[src/rtl/axis_noc_tx_bridge_pkg.sv]
// Shared definitions for the AXIS-to-NoC transmit bridge.
// Contents: default widths, flit layout structs at the default widths, the
// bridge FSM state enum and the VC select width helper.
package axis_noc_tx_bridge_pkg;

    localparam int DEFAULT_D_W           = 32;
    localparam int DEFAULT_A_W           = 4;
    localparam int DEFAULT_VC_W          = 2;
    localparam int DEFAULT_TDEST_W       = 8;
    localparam int DEFAULT_TID_W         = 8;
    localparam int DEFAULT_VC_FIFO_DEPTH = 64;

    // A single-VC build still carries a 1-bit select so index vectors never
    // collapse to zero width.
    localparam int VC_SEL_W = (DEFAULT_VC_W > 1) ? $clog2(DEFAULT_VC_W) : 1;

    function automatic int vc_sel_width(input int vc_w);
        return (vc_w > 1) ? $clog2(vc_w) : 1;
    endfunction

    typedef struct packed {
        logic [DEFAULT_D_W-1:0] data;
        logic                   last;
    } noc_payload_s;

    typedef struct packed {
        logic [DEFAULT_A_W-1:0] addr;
    } noc_routeinfo_s;

    typedef struct packed {
        noc_payload_s   payload;
        noc_routeinfo_s routeinfo;
    } noc_packet_s;

    typedef enum logic [1:0] {
        ST_IDLE  = 2'd0,
        ST_BURST = 2'd1,
        ST_DROP  = 2'd2
    } bridge_state_e;

endpackage

[src/rtl/noc_credit_counter.sv]
// Credit counter for one virtual channel of the downstream RX FIFO.
// Ports:
//   clk, rst_n  clock, asynchronous active-low reset
//   inc         credit returned this cycle
//   dec         flit sent this cycle
//   nonzero     at least one credit available (registered count)
//   ovf         sticky: a credit arrived while the counter was already full
module noc_credit_counter #(
    parameter int DEPTH = 64,
    parameter int CW    = $clog2(DEPTH)
) (
    input  logic clk,
    input  logic rst_n,
    input  logic inc,
    input  logic dec,
    output logic nonzero,
    output logic ovf
);

    localparam logic [CW-1:0] MAX_CNT = CW'(DEPTH - 1);

    logic [CW-1:0] count;

    always_ff @(posedge clk or negedge rst_n) begin
        if (!rst_n) begin
            count <= MAX_CNT;
            ovf   <= 1'b0;
        end else if (inc && !dec) begin
            if (count == MAX_CNT) begin
                ovf <= 1'b1;
            end else begin
                count <= count + 1'b1;
            end
        end else if (dec && !inc) begin
            count <= count - 1'b1;
        end
    end

    assign nonzero = (count != '0);

endmodule

[src/rtl/axis_noc_tx_bridge.sv]
// AXI-Stream to NoC ingress bridge. Each accepted beat becomes one flit
// {data, last, addr} on the VC chosen by tid at packet start, gated by
// per-VC credits for the downstream RX FIFOs.
// Ports:
//   clk, rst_n       clock, asynchronous active-low reset
//   s_axis_*         AXIS slave (tvalid/tready/tdata/tlast/tdest/tid)
//   noc_o_valid      one-hot flit valid per VC (registered)
//   noc_o_packet     flit contents (registered)
//   noc_i_credit     credit-return pulse per VC
//   err_bad_dest     sticky: packet dropped for out-of-range tdest
//   err_credit_ovf   sticky: credit returned to a full counter
module axis_noc_tx_bridge
    import axis_noc_tx_bridge_pkg::*;
#(
    parameter int D_W           = DEFAULT_D_W,
    parameter int A_W           = DEFAULT_A_W,
    parameter int VC_W          = DEFAULT_VC_W,
    parameter int TDEST_W       = DEFAULT_TDEST_W,
    parameter int TID_W         = DEFAULT_TID_W,
    parameter int VC_FIFO_DEPTH = DEFAULT_VC_FIFO_DEPTH,
    parameter int VC_COUNTER_W  = $clog2(VC_FIFO_DEPTH)
) (
    input  logic               clk,
    input  logic               rst_n,
    input  logic               s_axis_tvalid,
    output logic               s_axis_tready,
    input  logic [D_W-1:0]     s_axis_tdata,
    input  logic               s_axis_tlast,
    input  logic [TDEST_W-1:0] s_axis_tdest,
    input  logic [TID_W-1:0]   s_axis_tid,
    output logic [VC_W-1:0]    noc_o_valid,
    output logic [D_W+A_W:0]   noc_o_packet,
    input  logic [VC_W-1:0]    noc_i_credit,
    output logic               err_bad_dest,
    output logic               err_credit_ovf
);

    localparam int SEL_W = vc_sel_width(VC_W);

    typedef struct packed {
        logic [D_W-1:0] data;
        logic           last;
    } payload_t;

    typedef struct packed {
        logic [A_W-1:0] addr;
    } routeinfo_t;

    typedef struct packed {
        payload_t   payload;
        routeinfo_t routeinfo;
    } packet_t;

    bridge_state_e   state_q, state_d;
    logic [SEL_W-1:0] vc_q, vc_in, cur_vc;
    logic [A_W-1:0]   addr_q;
    logic             bad_dest, credit_ok, send, set_bad, latch;
    logic [VC_W-1:0]  credit_nz, credit_ovf, dec_vec;
    packet_t          pkt_d, pkt_q;
    logic [VC_W-1:0]  valid_q;
    logic             bad_q;
    logic             unused_tid;

    assign unused_tid = ^s_axis_tid;

    generate
        if (VC_W > 1) begin : g_vc_sel
            assign vc_in = s_axis_tid[SEL_W-1:0];
        end else begin : g_vc_single
            assign vc_in = '0;
        end
        if (TDEST_W > A_W) begin : g_dest_chk
            assign bad_dest = |s_axis_tdest[TDEST_W-1:A_W];
        end else begin : g_dest_ok
            assign bad_dest = 1'b0;
        end
    endgenerate

    // Mid-burst the VC is locked; tid only matters at packet start.
    assign cur_vc    = (state_q == ST_BURST) ? vc_q : vc_in;
    assign credit_ok = credit_nz[cur_vc];

    always_comb begin
        state_d       = state_q;
        s_axis_tready = 1'b0;
        send          = 1'b0;
        set_bad       = 1'b0;
        latch         = 1'b0;
        case (state_q)
            ST_IDLE: begin
                if (bad_dest) begin
                    s_axis_tready = 1'b1;
                    if (s_axis_tvalid) begin
                        set_bad = 1'b1;
                        if (!s_axis_tlast) state_d = ST_DROP;
                    end
                end else begin
                    s_axis_tready = credit_ok;
                    if (s_axis_tvalid && credit_ok) begin
                        send  = 1'b1;
                        latch = 1'b1;
                        if (!s_axis_tlast) state_d = ST_BURST;
                    end
                end
            end
            ST_BURST: begin
                s_axis_tready = credit_ok;
                if (s_axis_tvalid && credit_ok) begin
                    send = 1'b1;
                    if (s_axis_tlast) state_d = ST_IDLE;
                end
            end
            ST_DROP: begin
                s_axis_tready = 1'b1;
                if (s_axis_tvalid && s_axis_tlast) state_d = ST_IDLE;
            end
            default: state_d = ST_IDLE;
        endcase
    end

    always_comb begin
        pkt_d                = '0;
        pkt_d.payload.data   = s_axis_tdata;
        pkt_d.payload.last   = s_axis_tlast;
        pkt_d.routeinfo.addr = (state_q == ST_BURST) ? addr_q : s_axis_tdest[A_W-1:0];
    end

    always_ff @(posedge clk or negedge rst_n) begin
        if (!rst_n) begin
            state_q <= ST_IDLE;
            vc_q    <= '0;
            addr_q  <= '0;
            valid_q <= '0;
            pkt_q   <= '0;
            bad_q   <= 1'b0;
        end else begin
            state_q <= state_d;
            if (latch) begin
                vc_q   <= vc_in;
                addr_q <= s_axis_tdest[A_W-1:0];
            end
            valid_q <= send ? (VC_W'(1) << cur_vc) : '0;
            pkt_q   <= send ? pkt_d : '0;
            if (set_bad) bad_q <= 1'b1;
        end
    end

    genvar gi;
    generate
        for (gi = 0; gi < VC_W; gi++) begin : g_credit
            assign dec_vec[gi] = send && (cur_vc == SEL_W'(gi));
            noc_credit_counter #(
                .DEPTH (VC_FIFO_DEPTH),
                .CW    (VC_COUNTER_W)
            ) u_credit (
                .clk     (clk),
                .rst_n   (rst_n),
                .inc     (noc_i_credit[gi]),
                .dec     (dec_vec[gi]),
                .nonzero (credit_nz[gi]),
                .ovf     (credit_ovf[gi])
            );
        end
    endgenerate

    assign noc_o_valid    = valid_q;
    assign noc_o_packet   = pkt_q;
    assign err_bad_dest   = bad_q;
    assign err_credit_ovf = |credit_ovf;

endmodule

[config.mk]
export PLATFORM = sky130hd
export DESIGN_NAME = axis_noc_tx_bridge
export DESIGN_NICKNAME = d
export VERILOG_FILES = /design/src/rtl/axis_noc_tx_bridge_pkg.sv /design/src/rtl/noc_credit_counter.sv /design/src/rtl/axis_noc_tx_bridge.sv
export SDC_FILE = /design/constraint.sdc
export NUM_CORES = 1
export LEC_CHECK = 0
export BUFFER_PORTS_ARGS = -buffer_cell sky130_fd_sc_hd__buf_2
export CAP_MARGIN = 30
export CORE_MARGIN = 8
export CORE_UTILIZATION = 45
export DETAILED_ROUTE_END_ITERATION = 6
export GPL_TIMING_DRIVEN = 0
export PLACE_DENSITY = 0.72
export SYNTH_ARGS = -nofsm -noshare
export SYNTH_HDL_FRONTEND = slang
export SYNTH_HIERARCHICAL = 1
export SYNTH_SLANG_ARGS = --single-unit
[constraint.sdc]
create_clock -name clk -period 3.9 [get_ports clk]
set_input_delay 0.78 -clock clk [delete_from_list [all_inputs] [get_ports clk]]
set_output_delay 0.78 -clock clk [all_outputs]
set_load 0.02 [all_outputs]
==> flow_metrics.env <==
export IMPL_ys_ff_latch=61
export IMPL_fin_util_pct=59.1
export IMPL_firstDrtPassIters=7
export IMPL_ctsHtreeMaxLevel=3
export IMPL_final_area_um2=3710
export IMPL_relSlewSlack_pct=65.5
export IMPL_core_area_um2=6280
export IMPL_vdd_drop_max_mv=0.266
export IMPL_pwr_share_clk_pct=32.1
export IMPL_comb_power_share_pct=26.7
export IMPL_final_common_cell="buf_2"
export IMPL_yosys_cell_types_count=41
export IMPL_hold_class="in -> async"
export IMPL_place_area_um2=3460
export IMPL_slowest_stage="or4_4"
export IMPL_syn_avg_cell_area_um2=11.2
export IMPL_rsz0062_at_grt="no"
export IMPL_syn_to_final_growth_pct=27.8
export IMPL_cts_path_max_buffers=2
export IMPL_syn_inst=259
export IMPL_setup_ws_ns=0.317
export IMPL_rows=29
export IMPL_critPathMaxStageDelay_ns=0.55
export IMPL_netlist_area_um2=2900
export IMPL_layout_common_cells="91 x buf_2, 49 x dfrtp_1, 39 x inv_1, 29 x nor3_1, 14 x nor3_2"
export IMPL_sequentialPowerShare_pct=41.2
export IMPL_clockRootBuffer="clkbuf_8"
export IMPL_p_leak_nw=1.92
export IMPL_layout_nets=423
export IMPL_diodes=0
export IMPL_async_flop_share_pct=100
export IMPL_drtIter0Drc=85
export IMPL_cap_violations=0
export IMPL_synth_edf_count=0
export IMPL_grt_max_degree=41
export IMPL_setup_viol=0
export IMPL_required_ns=4.18
export IMPL_worstPathMaxFanout=10
export IMPL_die_y_um=96.3
export IMPL_timing_critical_path_mode_cell="o21ai_1"
export IMPL_p_int_w=0.00150
export IMPL_clock_sinks=61
export IMPL_vias_per_cell=4.93
export IMPL_arrival_ns=3.86
export IMPL_clkSlewWorstSetupHoldPaths_ns=0.07
export IMPL_initial_core_util_pct=46.2
export IMPL_grt_use_total_pct=15.2
export IMPL_postCtsSetupBuffers=0
export IMPL_antenna_found_initial=0
export IMPL_worstSetupEndpointType="register"
export IMPL_fin_crit_sh_pct=91.9
export IMPL_die_width_um=96.3
export IMPL_numCtsBuffers=9
export IMPL_synth_fp_nets=323
export IMPL_drive_above_1_share_pct=44.5
export IMPL_die_area_um2=9270
export IMPL_synth_ff_type="dfrtp_1"
export IMPL_p_per_area_nw_per_um2=573
export IMPL_crit_type="in -> reg"
export IMPL_globalplace_congestion=0.854
export IMPL_yosysSeqAreaShare_pct=53.1
export IMPL_finClkSkew_ns=0.00946
export IMPL_vias=2174
export IMPL_grt_pass1_wl_um=10800
export IMPL_swShare_pct=29.5
export IMPL_status="finished clean"
export IMPL_worstSkewPairLatency_ns=0.34
export IMPL_reg2reg_depth=15
export IMPL_grt_pass1_vias=2330
export IMPL_grt_overflow=0
export IMPL_drv_slew=0
export IMPL_finalCriticalPeriod_ns=3.58
export IMPL_ios=96
export IMPL_dp_worst_setup_slack_ns=-0.331
export IMPL_wire_per_inst_um=14.4
export IMPL_timing_fmax_ghz=0.279
export IMPL_cp_start_kind="primary input"
export IMPL_tightestPinTransition_ns=0.517
export IMPL_ant_nets=0
export IMPL_cts_tree="done"
export IMPL_yosysWarnings=6
export IMPL_io_buffers=88
export IMPL_dp_hpwl_um=4750
export IMPL_drc=0
export IMPL_wl_um=6340
export IMPL_p_sw_w=0.000627
export IMPL_hold_viol=0
export IMPL_crit_chain="buf_2 > or4_4 > a21o_1 > buf_6 > nor3_2 > inv_1 > nand2_1 > ha_1 > a211oi_1 > o21ai_1 > o21ai_1 > mux2i_1 > o211a_1"
## logic make-up after synthesis
kind of cell / synth area share (%)
XOR/XNOR: 2.41
multiplexers: 7.46
adder cells (fa/ha/maj): 4.83
flip-flops: 53.1
AO/OA/AOI/OAI: 10.3
buffers and inverters: 7.24
AND/OR/NAND/NOR: 14.6
## metrics by stage
step	TNS [ns]	total power, W	hold slack [ns]	cells
finish	0	0.00212	0.408	441
detailed placement	-1.20	0.00145	0.451	425
floorplan	0	0.00131	0.433	259
global route	0	0.00226	0.441	441
CTS	0	0.00214	0.418	441
global placement	-1.01	0.00142	0.448	424
## worst paths after layout
check | startpoint | end | slack [ns]
worst max register to register | g_credit[0].u_credit/count[0]$_DFFE_PN1P_ | g_credit[0].u_credit/count[5]$_DFFE_PN1P_ | 0.35
worst max-delay path | s_axis_tdest[5] | g_credit[0].u_credit/count[5]$_DFFE_PN1P_ | 0.32
worst min-delay path | rst_n | noc_o_valid[1]$_DFF_PN0_ | 0.41
worst min register to register | g_credit[0].u_credit/ovf$_DFFE_PN0P_ | g_credit[0].u_credit/ovf$_DFFE_PN0P_ | 0.47
max in group asynchronous | rst_n | g_credit[0].u_credit/count[1]$_DFFE_PN1P_ | 2.84
min in group clk | g_credit[0].u_credit/ovf$_DFFE_PN0P_ | g_credit[0].u_credit/ovf$_DFFE_PN0P_ | 0.47
## registers in the layout, indices dropped and copies added (netlist names)
signal / flops
addr_q: 4
err_bad_dest: 1
g_credit.u_credit/count: 12
g_credit.u_credit/ovf: 2
noc_o_packet: 37
noc_o_valid: 2
state_q: 2
vc_q: 1
## power by group through the flow
stage | sequential, W | clock [W] | combinational [W]
floorplan | 0.000865 | 0 | 0.000447
global placement | 0.000881 | 0 | 0.000544
detailed placement | 0.000886 | 0 | 0.000568
CTS | 0.000876 | 0.000699 | 0.000570
global route | 0.000897 | 0.000729 | 0.000638
finish | 0.000876 | 0.000682 | 0.000566
## cell usage after synthesis, types with 4 or more instances
cell	instances	share of area, %
dfrtp_1	49	42
inv_1	39	5.0
nor3_1	31	5.3
dfstp_2	12	11
nor3_2	12	4.1
mux2_2	11	4.3
nand2_1	10	1.3
ha_1	8	3.4
nor2_1	8	1.0
mux2i_1	7	2.4
xnor2_1	6	1.8
a21o_1	5	1.3
a21oi_1	5	0.86
o21ai_1	5	0.86
o21ai_0	4	0.69
## critical path: cells and delay by family
kind | cells | cell delay [ns]
buffers and inverters | 3 | 0.41
adders and majority gates | 1 | 0.29
muxes | 1 | 0.23
AOI/OAI and AO/OA | 5 | 0.90
and+or+nand+nor | 3 | 1.23
## area by class of cell
type / instances / area (µm²)
fill: 522 / 2570
sequential: 61 / 1540
multi-input combinational: 150 / 1160
timing repair buffer: 89 / 460
inverter: 39 / 146
clock buffer: 10 / 128
clock inverter: 6 / 111
tap: 77 / 96.3
buffer: 9 / 63.8
## routing by layer
metal  wire [µm]  global-route usage, %  share of wire, %
met5           0                      0                 0
met4         115                   7.69               1.8
met3         765                   8.35                12
met2        2870                   22.8                45
met1        2580                   17.0                41
## what timing repair did
item | CTS | global route
resized for setup | 0 | 2
endpoints found under the setup margin | 0 | 5
hold endpoints to repair | 0 | 0
hold buffers | 0 | 0
Power figures use the tool's default switching activity.
